===== src/rtl/mem_stage_pkg.sv =====
// Shared pipeline flow types for the memory-access stage.
// Contents:
//   mem_width_t    - access width (BYTE, HALF, WORD)
//   mem_state_t    - memory FSM states (IDLE, REQ, DONE)
//   mem_ctrl_t     - memory control bits carried from decode
//   wb_ctrl_t      - writeback control bits
//   ex_mem_flow_t  - EX/MEM register contents
//   mem_wb_flow_t  - MEM/WB register contents
//   lane_offset()  - byte offset actually used inside the word for an access
package mem_stage_pkg;

    typedef enum logic [1:0] {
        BYTE = 2'd0,
        HALF = 2'd1,
        WORD = 2'd2
    } mem_width_t;

    typedef enum logic [1:0] {
        IDLE = 2'd0,
        REQ  = 2'd1,
        DONE = 2'd2
    } mem_state_t;

    // Writeback mux selector value that picks the link address (pc + 4).
    localparam logic [1:0] WB_SEL_PC_INCR = 2'd2;

    typedef struct packed {
        logic       mem_read;
        logic       mem_write;
        mem_width_t mem_width;
        logic       mem_unsigned;
    } mem_ctrl_t;

    typedef struct packed {
        logic       reg_write;
        logic [1:0] mem_to_reg;
    } wb_ctrl_t;

    typedef struct packed {
        logic [31:0] alu_result;
        logic [31:0] pc_incr;
        logic [31:0] pc_offset;
        logic [31:0] immediate;
        logic [31:0] rs2_data;
        logic [4:0]  rd_addr;
        mem_ctrl_t   mem_ctrl;
        wb_ctrl_t    wb_ctrl;
    } ex_mem_flow_t;

    typedef struct packed {
        logic [31:0] alu_result;
        logic [31:0] pc_incr;
        logic [31:0] mem_data;
        logic [4:0]  rd_addr;
        wb_ctrl_t    wb_ctrl;
        logic        misalign;
    } mem_wb_flow_t;

    // Misaligned halves/words are naturally aligned by dropping the
    // offending low address bits, so only the legal lane offset survives.
    function automatic logic [1:0] lane_offset(input mem_width_t width,
                                               input logic [1:0] addr_lo);
        logic [1:0] off;
        case (width)
            BYTE:    off = addr_lo;
            HALF:    off = {addr_lo[1], 1'b0};
            WORD:    off = 2'b00;
            default: off = 2'b00;
        endcase
        return off;
    endfunction

endpackage


===== src/rtl/mem_stage_align.sv =====
// load_store_align: purely combinational byte-lane steering for the data
// memory port.
// Ports:
//   offset      in  2  - byte offset within the word (already aligned)
//   width       in     - access width
//   is_unsigned in  1  - zero-extend loads instead of sign-extending
//   store_data  in  32 - register value to store
//   load_word   in  32 - full word returned by memory
//   wstrb       out 4  - byte write strobes
//   wdata       out 32 - store data replicated across lanes
//   load_data   out 32 - selected and extended load value
module load_store_align
    import mem_stage_pkg::*;
(
    input  logic [1:0]  offset,
    input  mem_width_t  width,
    input  logic        is_unsigned,
    input  logic [31:0] store_data,
    input  logic [31:0] load_word,
    output logic [3:0]  wstrb,
    output logic [31:0] wdata,
    output logic [31:0] load_data
);

    logic [7:0]  byte_s;
    logic [15:0] half_s;

    // Store steering: replicate data into every lane, enable only the target lanes.
    always_comb begin
        wstrb = 4'h0;
        wdata = 32'h0;
        case (width)
            BYTE: begin
                wdata = {4{store_data[7:0]}};
                wstrb = 4'b0001 << offset;
            end
            HALF: begin
                wdata = {2{store_data[15:0]}};
                wstrb = 4'b0011 << {offset[1], 1'b0};
            end
            WORD: begin
                wdata = store_data;
                wstrb = 4'hF;
            end
            default: begin
                wdata = 32'h0;
                wstrb = 4'h0;
            end
        endcase
    end

    // Load lane selection from the returned word.
    always_comb begin
        byte_s = 8'h0;
        half_s = 16'h0;
        case (offset)
            2'd0:    byte_s = load_word[7:0];
            2'd1:    byte_s = load_word[15:8];
            2'd2:    byte_s = load_word[23:16];
            2'd3:    byte_s = load_word[31:24];
            default: byte_s = 8'h0;
        endcase
        if (offset[1]) begin
            half_s = load_word[31:16];
        end else begin
            half_s = load_word[15:0];
        end
    end

    // Load sign/zero extension.
    always_comb begin
        load_data = 32'h0;
        case (width)
            BYTE: begin
                if (is_unsigned) begin
                    load_data = {24'h0, byte_s};
                end else begin
                    load_data = {{24{byte_s[7]}}, byte_s};
                end
            end
            HALF: begin
                if (is_unsigned) begin
                    load_data = {16'h0, half_s};
                end else begin
                    load_data = {{16{half_s[15]}}, half_s};
                end
            end
            WORD:    load_data = load_word;
            default: load_data = 32'h0;
        endcase
    end

endmodule


===== src/rtl/mem_stage.sv =====
// mem_stage: memory-access stage of the five-stage pipeline. Non-memory
// instructions flow through combinationally; loads and stores run a
// request/acknowledge transaction on the data-memory port while holding
// the front of the pipeline with stall.
// Optional build macro: MEM_MISALIGN_TRAP_EN - misaligned half/word
// accesses are flagged (outflow.misalign) and suppressed instead of being
// naturally aligned.
// Ports:
//   clk, rst        - clock, asynchronous active-high reset
//   inflow/in_valid - EX/MEM register contents and live flag
//   outflow/out_valid - MEM/WB contents and latch enable
//   stall           - freezes PC, IF/ID, ID/EX, EX/MEM
//   fwd_mem_data    - MEM-stage forwarding value (never load data)
//   dmem_*          - data-memory request/ack port
module mem_stage
    import mem_stage_pkg::*;
#(
    parameter int ADDR_W = 32
) (
    input  logic              clk,
    input  logic              rst,
    input  ex_mem_flow_t      inflow,
    input  logic              in_valid,
    output mem_wb_flow_t      outflow,
    output logic              out_valid,
    output logic              stall,
    output logic [31:0]       fwd_mem_data,
    output logic              dmem_req,
    output logic              dmem_we,
    output logic [ADDR_W-1:0] dmem_addr,
    output logic [3:0]        dmem_wstrb,
    output logic [31:0]       dmem_wdata,
    input  logic              dmem_ack,
    input  logic [31:0]       dmem_rdata
);

    mem_state_t        state_r;
    mem_state_t        next_state_s;
    logic [ADDR_W-1:0] addr_r;
    logic              we_r;
    logic [3:0]        wstrb_r;
    logic [31:0]       wdata_r;
    logic              req_r;
    logic [31:0]       load_buf_r;

    logic              mem_op_s;
    logic              misalign_s;
    logic              start_s;
    logic [1:0]        lane_off_s;
    logic [3:0]        wstrb_s;
    logic [31:0]       wdata_s;
    logic [31:0]       load_data_s;
    logic              unused_s;

    // Branch-target and immediate fields are consumed in earlier stages only.
    assign unused_s = ^{inflow.pc_offset, inflow.immediate};

    assign mem_op_s   = in_valid & (inflow.mem_ctrl.mem_read | inflow.mem_ctrl.mem_write);
    assign lane_off_s = lane_offset(inflow.mem_ctrl.mem_width, inflow.alu_result[1:0]);

`ifdef MEM_MISALIGN_TRAP_EN
    assign misalign_s = mem_op_s &
        (((inflow.mem_ctrl.mem_width == HALF) & inflow.alu_result[0]) |
         ((inflow.mem_ctrl.mem_width == WORD) & (inflow.alu_result[1:0] != 2'b00)));
`else
    assign misalign_s = 1'b0;
`endif

    assign start_s = (state_r == IDLE) & mem_op_s & ~misalign_s;

    load_store_align u_align (
        .offset      (lane_off_s),
        .width       (inflow.mem_ctrl.mem_width),
        .is_unsigned (inflow.mem_ctrl.mem_unsigned),
        .store_data  (inflow.rs2_data),
        .load_word   (load_buf_r),
        .wstrb       (wstrb_s),
        .wdata       (wdata_s),
        .load_data   (load_data_s)
    );

    // FSM state register.
    always_ff @(posedge clk or posedge rst) begin
        if (rst) begin
            state_r <= IDLE;
        end else begin
            state_r <= next_state_s;
        end
    end

    // FSM next-state logic; acks are only honoured while a request is open.
    always_comb begin
        next_state_s = state_r;
        case (state_r)
            IDLE: begin
                if (start_s) begin
                    next_state_s = REQ;
                end else begin
                    next_state_s = IDLE;
                end
            end
            REQ: begin
                if (dmem_ack) begin
                    next_state_s = DONE;
                end else begin
                    next_state_s = REQ;
                end
            end
            DONE:    next_state_s = IDLE;
            default: next_state_s = IDLE;
        endcase
    end

    // Bus registers: captured once at accept and held until the ack.
    always_ff @(posedge clk or posedge rst) begin
        if (rst) begin
            addr_r  <= {ADDR_W{1'b0}};
            we_r    <= 1'b0;
            wstrb_r <= 4'h0;
            wdata_r <= 32'h0;
        end else if (start_s) begin
            addr_r  <= {inflow.alu_result[ADDR_W-1:2], 2'b00};
            we_r    <= inflow.mem_ctrl.mem_write;
            wstrb_r <= inflow.mem_ctrl.mem_write ? wstrb_s : 4'h0;
            wdata_r <= inflow.mem_ctrl.mem_write ? wdata_s : 32'h0;
        end
    end

    // Request valid: raised on accept, dropped on ack (and asynchronously on reset).
    always_ff @(posedge clk or posedge rst) begin
        if (rst) begin
            req_r <= 1'b0;
        end else if (start_s) begin
            req_r <= 1'b1;
        end else if ((state_r == REQ) && dmem_ack) begin
            req_r <= 1'b0;
        end
    end

    // Read data is only valid alongside the ack, so it is captured then.
    always_ff @(posedge clk or posedge rst) begin
        if (rst) begin
            load_buf_r <= 32'h0;
        end else if ((state_r == REQ) && dmem_ack) begin
            load_buf_r <= dmem_rdata;
        end
    end

    assign dmem_req   = req_r;
    assign dmem_we    = we_r;
    assign dmem_addr  = addr_r;
    assign dmem_wstrb = wstrb_r;
    assign dmem_wdata = wdata_r;

    // Stage outputs: pass-through in IDLE, hold during REQ, result in DONE.
    always_comb begin
        stall               = 1'b0;
        out_valid           = 1'b0;
        outflow.alu_result  = inflow.alu_result;
        outflow.pc_incr     = inflow.pc_incr;
        outflow.mem_data    = 32'h0;
        outflow.rd_addr     = inflow.rd_addr;
        outflow.wb_ctrl     = inflow.wb_ctrl;
        outflow.misalign    = 1'b0;
        case (state_r)
            IDLE: begin
                if (mem_op_s && !misalign_s) begin
                    stall = 1'b1;
                end else begin
                    out_valid = in_valid;
                    if (misalign_s) begin
                        outflow.misalign          = 1'b1;
                        outflow.wb_ctrl.reg_write = 1'b0;
                    end else begin
                        outflow.misalign = 1'b0;
                    end
                end
            end
            REQ: begin
                stall = 1'b1;
            end
            DONE: begin
                out_valid = 1'b1;
                if (inflow.mem_ctrl.mem_read) begin
                    outflow.mem_data = load_data_s;
                end else begin
                    outflow.mem_data = 32'h0;
                end
            end
            default: begin
                stall     = 1'b0;
                out_valid = 1'b0;
            end
        endcase
    end

    // Forwarding value: link address for jumps, otherwise the ALU result.
    always_comb begin
        if (inflow.wb_ctrl.mem_to_reg == WB_SEL_PC_INCR) begin
            fwd_mem_data = inflow.pc_incr;
        end else begin
            fwd_mem_data = inflow.alu_result;
        end
    end

endmodule


===== config.mk =====
export PLATFORM = sky130hd
export DESIGN_NAME = mem_stage
export DESIGN_NICKNAME = d
export VERILOG_FILES = /design/src/rtl/mem_stage_pkg.sv /design/src/rtl/mem_stage_align.sv /design/src/rtl/mem_stage.sv
export SDC_FILE = /design/constraint.sdc
export NUM_CORES = 1
export LEC_CHECK = 0
export CAP_MARGIN = 20
export CELL_PAD_IN_SITES_DETAIL_PLACEMENT = 1
export CELL_PAD_IN_SITES_GLOBAL_PLACEMENT = 2
export CORE_MARGIN = 2
export CORE_UTILIZATION = 17
export CTS_CLUSTER_DIAMETER = 150
export DETAILED_ROUTE_END_ITERATION = 8
export PLACE_DENSITY_LB_ADDON = 0.1
export SYNTH_ARGS = -nofsm -noshare
export SYNTH_HDL_FRONTEND = slang
export SYNTH_SLANG_ARGS = --single-unit

===== constraint.sdc =====
create_clock -name clk -period 3.3 [get_ports clk]
set_input_delay 0.495 -clock clk [delete_from_list [all_inputs] [get_ports clk]]
set_output_delay 0.495 -clock clk [all_outputs]
set_load 0.005 [all_outputs]

==> results by group <==
Timing
  • Period utilization: about 95%
  • RSZ-0062 raised after global routing: no
  • Worst slew margin: between 50% and 60%
  • Final Hold Fails: 0
  • Worst slew pin tran: about 0.63 ns
  • Finish-stage setup viols: 0
  • Clock period minus worst slack: about 3.1 ns
  • Worst Skew: 0.00935 ns
  • Setup_tns: 0 ns
  • Slew Limit Fails: 0
  • Fmax: roughly 320 MHz

Place
  • Post-DP HPWL: around 21 mm
  • Number of port buffers: 338
  • Placed cell count: between 1000 and 1500
  • Gpl congestion: 0.882
  • Placement Cell Area: ~9300 µm²

Global routing
  • GRT overflow: 0
  • Initial antenna violation count: 1
  • Overall global routing resource usage: 15.1%
  • First-pass GRT wire length: approximately 40 mm
  • Vias in the first global route: 5912
  • Largest net degree at the start of global routing: 91

Cells and area
  • Nets: 1086
  • Core Util, Final: 28.1%
  • Area grow syn2layout: 64.4%
  • Layout cells sized above 1: 13.3%
  • Design area: a little under 10000 µm²
  • Final cell count without fillers: around 1300
  • # diodes: 0

Synth
  • Synth cell count leaders: nand2_1, dfrtp_1, buf_4, a21oi_1, mux2_2
  • Synthesized cell area: a little under 6000 µm²
  • Yosys top cell area share: between 40 and 50%
  • Ys async rst share: 100%
  • Synth Register Bits: around 100
  • Synth Instances: 617
  • Register area share after synthesis: a little over two fifths
  • Yosys top cell by area: dfrtp_1
  • Most common cell in the synthesized netlist: nand2_1
  • Yosys warnings: 0
  • Number of synthesized flops with an enable pin: 0
  • Library cells used by synthesis: 36
  • Avg Cell Area, Syn: 9.50 µm²
  • Main synth FF type: dfrtp_1
  • Ranking of synthesized cells by area: dfrtp_1, nand2_1, buf_4, mux2_4, mux2_2

Die
  • Die width: approximately 190 µm
  • I/O pins: ~420
  • Die area: 36000 µm²
  • Die height: around 190 µm
  • FP Rows: between 60 and 70
  • Initial Utilization: 17.1%
  • Core Area: between 30000 and 40000 µm²

Detailed routing
  • DR vias: around 5500
  • # DRC: 0
  • DRT met1 WL: roughly 12 mm
  • Post-DRT Antenna Nets: 0
  • 1st-iter DRT viols: between 200 and 250
  • Drt first pass iters: 7
  • DR WL met2: about 14 mm
  • Routed length on met3: 1.81 mm
  • Vias per inst: between 4 and 5
  • Drt total wl: between 20 and 30 mm
  • Wire per inst: 20.6 µm
  • DR top layer: met5

CTS
  • Clock sink count: around 100
  • TritonCTS buffer count: 9
  • H-tree levels: 3
  • Hold Buf Count CTS: 0
  • Clock insertion delay at the later pin of the skew report: roughly 0.36 ns
  • CTS tree: yes
  • CTS Buffer Depth: 2
  • Clock slew at reported path FFs: around 0.070 ns
  • CTS Root Buffer Type: clkbuf_16

Setup path
  • Reg-to-reg slack, setup: 1.36 ns
  • Worst setup SP type: input pin
  • Worst Setup End Kind: output port
  • Worst Path Required: ~2.8 ns
  • Worst EP arrival: about 2.7 ns
  • Kind of critical path: in2out
  • CP max FO: 7

Power
  • Net Switching: around 1.6 mW
  • Clock power frac: approximately a quarter
  • Combinational power share: 37.3%
  • Pint: 3.49 mW
  • VDD IR max: ~0.20 mV
  • Sequential share of power: a little under 40%
  • P_leak: around 4 nW
  • Sw frac: a little under a third
  • PD cells: about 530 nW/µm²

Job
  • Max cap viols: 0

Outcome
  • Status: complete, no violations

Min path
  • Hold Crit Class: reg2reg
==> cell families (layout without fill, tap and decap cells) <==
| family | after synthesis | in the layout | synth area share [%] |
|---|---|---|---|
| buf+inv | 117 | 380 | 13.2 |
| other cells | 1 | 3 | 0.0640 |
| mux | 70 | 70 | 15.3 |
| simple gates | 198 | 198 | 14.3 |
| flops | 102 | 102 | 43.5 |
| compound gates | 129 | 129 | 13.6 |
==> flip-flops by register name (all words and copies together), names as in the netlist <==
name and count:
dmem_addr 30, dmem_wstrb 4, load_buf_r 32, dmem_wdata 32, state_r 2, dmem_we 1, dmem_req 1
==> layout by cell type, fill, tap and decap left out, types with 4 or more instances in the layout <==
cell type	count
a222oi_1	7
a22oi_1	7
dfrtp_1	102
a21o_1	4
nand2_1	155
nor2_1	17
clkbuf_16	9
mux2_2	38
clkdlybuf4s50_1	338
buf_12	4
o21ai_0	32
o31ai_1	8
nor2b_1	9
buf_4	18
a22o_1	16
mux2_4	30
a21oi_1	49
==> final cells by class <==
type | count | area [µm²]
inverters | 4 | 17.5
fillers | 3914 | 24600
flip-flops and latches | 102 | 2550
repair buffers | 360 | 3600
multi-input cells | 400 | 2580
clock buffers | 11 | 243
clock inverters | 5 | 82.6
well taps | 455 | 569
==> per-stage QoR <==
stage	worst slack (ns)	hold WS, ns	power [mW]
floorplan	0.130	0.447	2.77
global placement	0.0223	0.466	3.91
detailed placement	-0.0656	0.470	3.95
CTS	0.0462	0.487	5.23
global route	0.00131	0.520	5.47
finish	0.156	0.482	5.12
==> worst paths after layout <==
path                                 from              to  depth (start not counted)
max                           inflow[141]     outflow[10]                          6
max reg2reg                    state_r[1]  dmem_wdata[14]                          4
min                        dmem_wdata[18]  dmem_wdata[18]                          2
min in group asynchronous             rst    dmem_addr[5]                          2
min reg2reg                dmem_wdata[18]  dmem_wdata[18]                          2
max in group asynchronous             rst  load_buf_r[30]                          3
==> what timing repair did <==
action	4_1_cts	5_1_grt
setup endpoints to repair	4	8
setup buffers	0	0
resized for setup	1	4
==> per-layer routing <==
layer / vias to the layer above / global-route usage [%]
met5: - / 0
met3: 19 / 3.98
met4: 2 / 4.17
met2: 214 / 26.2
met1: 2707 / 18.4
li1: 2545 / -
==> critical path, cell delays in order <==
cell,delay [ns]
clkdlybuf4s50_1,0.56
nand2b_1,0.30
nor3b_4,0.38
a222oi_1,0.17
nor2_1,0.19
clkdlybuf4s50_1,0.55
==> power by group through the flow <==
| stage | Combinational (mW) | Clock [mW] | Sequential (mW) |
|---|---|---|---|
| global placement | 1.92 | 0 | 1.99 |
| finish | 1.91 | 1.22 | 1.99 |
| global route | 2.08 | 1.34 | 2.06 |
| detailed placement | 1.94 | 0 | 2.01 |
| CTS | 1.96 | 1.28 | 1.99 |
| floorplan | 0.850 | 0 | 1.92 |
Note: power is estimated with default switching activity, not from simulation.
